--- src/rtl/cpu_ctrl_pkg.sv ---
// cpu_ctrl_pkg: opcode constants and hazard-controller state encoding shared by the pipeline.
package cpu_ctrl_pkg;
    localparam logic [5:0] OP_NOP  = 6'h00;
    localparam logic [5:0] OP_J    = 6'h02;
    localparam logic [5:0] OP_BEQ  = 6'h04;
    localparam logic [5:0] OP_FADD = 6'h11;
    localparam logic [5:0] OP_FMUL = 6'h12;
    localparam logic [5:0] OP_LW   = 6'h23;
    localparam logic [5:0] OP_SW   = 6'h2B;
    typedef enum logic [1:0] {RUN = 2'd0, FP_WAIT = 2'd1, FLUSH = 2'd2} ctrl_state_t;
endpackage

--- src/rtl/stall_counter.sv ---
// stall_counter: 16-bit saturating event counter with enable and synchronous active-low clear.
module stall_counter (
    input  logic        clock,
    input  logic        clear_n,
    input  logic        enable,
    output logic [15:0] count
);
    always_ff @(posedge clock)
        if (!clear_n) count <= '0;
        else if (enable && count != 16'hFFFF) count <= count + 16'd1;
endmodule

--- src/rtl/pipeline_hazard_controller.sv ---
// pipeline_hazard_controller: load-use stall, branch flush and optional multicycle FP multiply hold.
// Define FP_MULTICYCLE_EN to make FMUL occupy execute for FP_MUL_LAT cycles.
module pipeline_hazard_controller
    import cpu_ctrl_pkg::*;
#(
    parameter int FP_MUL_LAT = 3
) (
    input  logic        clock,
    input  logic        reset,
    input  logic [5:0]  opcode_id,
    input  logic [4:0]  rs1_id,
    input  logic [4:0]  rs2_id,
    input  logic [5:0]  opcode_ex,
    input  logic [4:0]  rd_ex,
    input  logic        register_we_ex,
    input  logic        branch,
    input  logic        jump,
    output logic        stall_if,
    output logic        bubble_ex,
    output logic        hold_ex,
    output logic        flush_id,
    output logic [1:0]  ctrl_state,
    output logic [15:0] stall_cycles
);
    ctrl_state_t state;
    logic [3:0]  fp_count;
    logic        load_use, fp_start, fp_stall, unused_id;
    assign unused_id = ^opcode_id;
    assign load_use = state == RUN && opcode_ex == OP_LW && register_we_ex && rd_ex != 5'd0 &&
                      (rd_ex == rs1_id || rd_ex == rs2_id);
`ifdef FP_MULTICYCLE_EN
    assign fp_start = state == RUN && opcode_ex == OP_FMUL;
    assign fp_stall = fp_start || (state == FP_WAIT && fp_count != 4'd0);
`else
    assign fp_start = 1'b0;
    assign fp_stall = 1'b0;
`endif
    assign stall_if   = load_use || fp_stall;
    assign bubble_ex  = load_use;
    assign hold_ex    = fp_stall;
    assign flush_id   = state == FLUSH;
    assign ctrl_state = state;
    // The counter reaches zero on the same edge that returns to RUN, so FP_WAIT lasts FP_MUL_LAT-1 cycles.
    always_ff @(posedge clock) begin
        if (!reset) begin
            state    <= RUN;
            fp_count <= '0;
        end else begin
            case (state)
                RUN: begin
                    if (fp_start) begin
                        state    <= FP_WAIT;
                        fp_count <= 4'(FP_MUL_LAT - 1);
                    end else if ((branch || jump) && !stall_if) state <= FLUSH;
                end
                FP_WAIT: begin
                    fp_count <= fp_count - 4'd1;
                    if (fp_count <= 4'd1) state <= RUN;
                end
                default: state <= RUN;
            endcase
        end
    end
    stall_counter u_stall_counter (
        .clock   (clock),
        .clear_n (reset),
        .enable  (stall_if),
        .count   (stall_cycles)
    );
endmodule

--- config.mk ---
export PLATFORM = sky130hd
export DESIGN_NAME = pipeline_hazard_controller
export DESIGN_NICKNAME = d
export VERILOG_FILES = /design/src/rtl/cpu_ctrl_pkg.sv /design/src/rtl/stall_counter.sv /design/src/rtl/pipeline_hazard_controller.sv
export SDC_FILE = /design/constraint.sdc
export NUM_CORES = 1
export LEC_CHECK = 0
export CAP_MARGIN = 30
export CORE_UTILIZATION = 44
export DETAILED_ROUTE_END_ITERATION = 10
export GPL_TIMING_DRIVEN = 0
export PLACE_DENSITY = 0.82
export SYNTH_ARGS = -nofsm -noshare
export SYNTH_HDL_FRONTEND = slang
export SYNTH_SLANG_ARGS = --single-unit
--- constraint.sdc ---
create_clock -name clock -period 5.1 [get_ports clock]
set_input_delay 0.765 -clock clock [delete_from_list [all_inputs] [get_ports clock]]
set_output_delay 0.765 -clock clock [all_outputs]
set_load 0.02 [all_outputs]
==> flow_metrics.tcl <==
set metrics [dict create \
    status "completed" \
    rows 18 \
    first_iter_violations 24 \
    antenna_found_initial 0 \
    critPathMaxStageDelay_ns 0.57 \
    cts_tree "yes" \
    synth_top_family_by_area "simple AND/OR/NAND/NOR gates" \
    worstHoldPathType "reg2reg" \
    cts-buffers-inserted 3 \
    multi_input_area_sq_um 734 \
    final_nets 221 \
    syn2layout_area_growth_pct 45.1 \
    stdcell_area_sq_um 1670 \
    antennaDiodeCount 0 \
    wirelength_um 2970 \
    worst_path_max_delay_cell "or4_4" \
    track_usage_pct 22.8 \
    required_ns 4.34 \
    wl_per_cell_um 13.7 \
    path_max_fanout 10 \
    ios 54 \
    drive_gt1_share_pct 8.02 \
    synth-main-ff-cell "dfxtp_1" \
    p_leak_nw 0.564 \
    die_y_um 53.1 \
    yosysTopAreaCell "dfxtp_1" \
    drc 0 \
    crit_top_cell "clkdlybuf4s50_1" \
    root_buffer "clkbuf_4" \
    fin_crit_ns 3.83 \
    route.vias.total 1182 \
    clk_pin_slew_ns 0.10 \
    cts.htree.levels 1 \
    synth_top_area_share_pct 29.7 \
    synthMuxAreaShare_pct 10.5 \
    synth-xor-area-share_pct 7.63 \
    grt_pass1_wl_um 4730 \
    start_util_pct 46.3 \
    setup_tns_ns 0 \
    syn_area_sq_um 1150 \
    ys_ff_latch 17 \
    postCtsSetupBuffers 0 \
    whs_ns 0.485 \
    clock_latency_ns 0.29 \
    p_per_area_nw_per_um2 156 \
    critPathKind "in2out" \
    start_kind "input port" \
    arrival_ns 3.06 \
    numClockSinks 17 \
    hold_viol 0 \
    dieWidth_um 53.1 \
    synth_compound_area_share_pct 8.18 \
    drtAntennaViolNets 0 \
    post-route-period-util_pct 75.1 \
    via_per_inst 5.45 \
    slew_viol_final 0 \
    finalSetupViolations 0 \
    die_area_sq_um 2820 \
    synth_area_leaders "dfxtp_1 30%, mux2i_1 10%, xor2_1 7.6%" \
    synth_cells 137 \
    cts_buffer_depth 2 \
    synth_edf_count 0 \
    synth_adder_area_share_pct 1.09 \
    maxCapViolCount 0 \
    routabilityCongestion 0.815 \
    hpwl_um 2280 \
    portBuffers 45 \
    ff_latch_area_sq_um 340 \
    netlist-cell-type-count 33 \
    clock_skew_ns 0.00285 \
    ys_seq_area_share_pct 29.7 \
    fmax_ghz 0.261 \
    grt_pass1_vias 1124 \
    worstPathCellList "clkdlybuf4s50_1, or4_4, o211ai_4, buf_6, nor2_1, buf_4, clkdlybuf4s50_1" \
    worst_setup_path_end_kind "output port" \
    placed_area_sq_um 1640 \
    core-area_sq_um 2480 \
    synth.avg_cell_area_sq_um 8.37 \
    nFillCells 223 \
    overflow 0 \
    synth_warnings 0 \
    synthSimpleGateAreaFrac_pct 36.0 \
    rsz0062_at_grt "no" \
    async_flop_share_pct 0 \
    grt_max_degree 11 \
    cts_resized 0 \
    ir_drop_uv 101 \
    cts_hold_buffers 0 \
    drt_pass1_iterations 4 \
]
==> cells in the final DEF (no fill, tap or decap), drive strengths merged, types with 2 or more instances in the layout <==
| cell | n |
|---|---|
| mux2i | 12 |
| nor4 | 10 |
| clkdlybuf4s50 | 45 |
| o41ai | 2 |
| o31ai | 2 |
| nand3 | 4 |
| nand4 | 5 |
| dfxtp | 17 |
| and3 | 2 |
| a21oi | 3 |
| nor2 | 7 |
| nand2b | 13 |
| and4bb | 2 |
| xor2 | 10 |
| clkbuf | 7 |
| inv | 2 |
| buf | 7 |
| nand2 | 18 |
| or4 | 4 |
| conb | 2 |
| nor3 | 3 |
==> cell type report <==
type / instances / share of cell area (%)
clock buffers: 4 / 1.58
multi-input cells: 109 / 44.1
inverters: 2 / 0.451
repair buffers: 45 / 27.0
flip-flops and latches: 17 / 20.4
well taps: 30 / 2.25
plain buffers: 10 / 4.13
==> metal layers <==
metal	vias up	GRT usage [%]	routed length [um]
met2	42	42.6	1510
met3	6	4.02	122
met1	542	25.3	1280
met5	-	0	0
li1	592	-	-
met4	0	8.33	53
==> flip-flops by register name (all words and copies together), names as in the netlist <==
register	count
ctrl_state	1
u_stall_counter.count	16
==> cells by family (layout without fill, tap and decap cells) <==
kind of cell	after synthesis	after routing
AND/OR/NAND/NOR	73	73
flip-flops	17	17
multiplexers	12	12
buffers and inverters	12	61
AO/OA/AOI/OAI	11	11
XOR/XNOR	10	10
adder cells (fa/ha/maj)	1	1
other	1	2
==> per-stage QoR <==
step | util, % | std cells | setup slack (ns) | power [mW]
final | 67.2 | 217 | 1.27 | 0.259
after floorplan | - | 138 | 2.33 | 0.158
after global routing | 67.2 | 217 | 1.20 | 0.271
after CTS | 67.2 | 217 | 1.26 | 0.260
after global placement | 66.2 | 213 | 1.28 | 0.186
after detailed placement | 66.2 | 213 | 1.26 | 0.188
==> worst paths after layout <==
check | start | to | slack [ns] | cells past startpoint
setup / recovery | rd_ex[1] | stall_if | 1.27 | 7
hold reg to reg | ctrl_state[1] | ctrl_state[1] | 0.49 | 1
setup reg to reg | u_stall_counter.count[0] | u_stall_counter.count[14] | 3.21 | 6
hold / removal | ctrl_state[1] | ctrl_state[1] | 0.49 | 1
==> critical path, delay by kind of cell <==
kind / cells / cell delay, ns
AOI/OAI and AO/OA: 1 / 0.32
and+or+nand+nor: 2 / 0.64
buffers and inverters: 4 / 1.34
==> power breakdown <==
part | internal [mW] | leakage, nW | switching, mW | total, mW
logic | 0.0290 | 0.412 | 0.0220 | 0.0510
clock network | 0.0304 | 0.0150 | 0.0437 | 0.0741
registers | 0.133 | 0.137 | 0.000567 | 0.134
total | 0.193 | 0.564 | 0.0663 | 0.259
==> cells in the mapped netlist, types with 3 or more instances <==
| master | count |
|---|---|
| nand2_1 | 18 |
| nor2_1 | 7 |
| dfxtp_1 | 17 |
| clkbuf_1 | 3 |
| nand2b_1 | 13 |
| nand3_1 | 4 |
| buf_4 | 4 |
| nor3_1 | 3 |
| nor4_1 | 10 |
| nand4_1 | 5 |
| xor2_1 | 10 |
| a21oi_1 | 3 |
| or4_1 | 3 |
| mux2i_1 | 12 |
(Power assumes the default switching activity.)
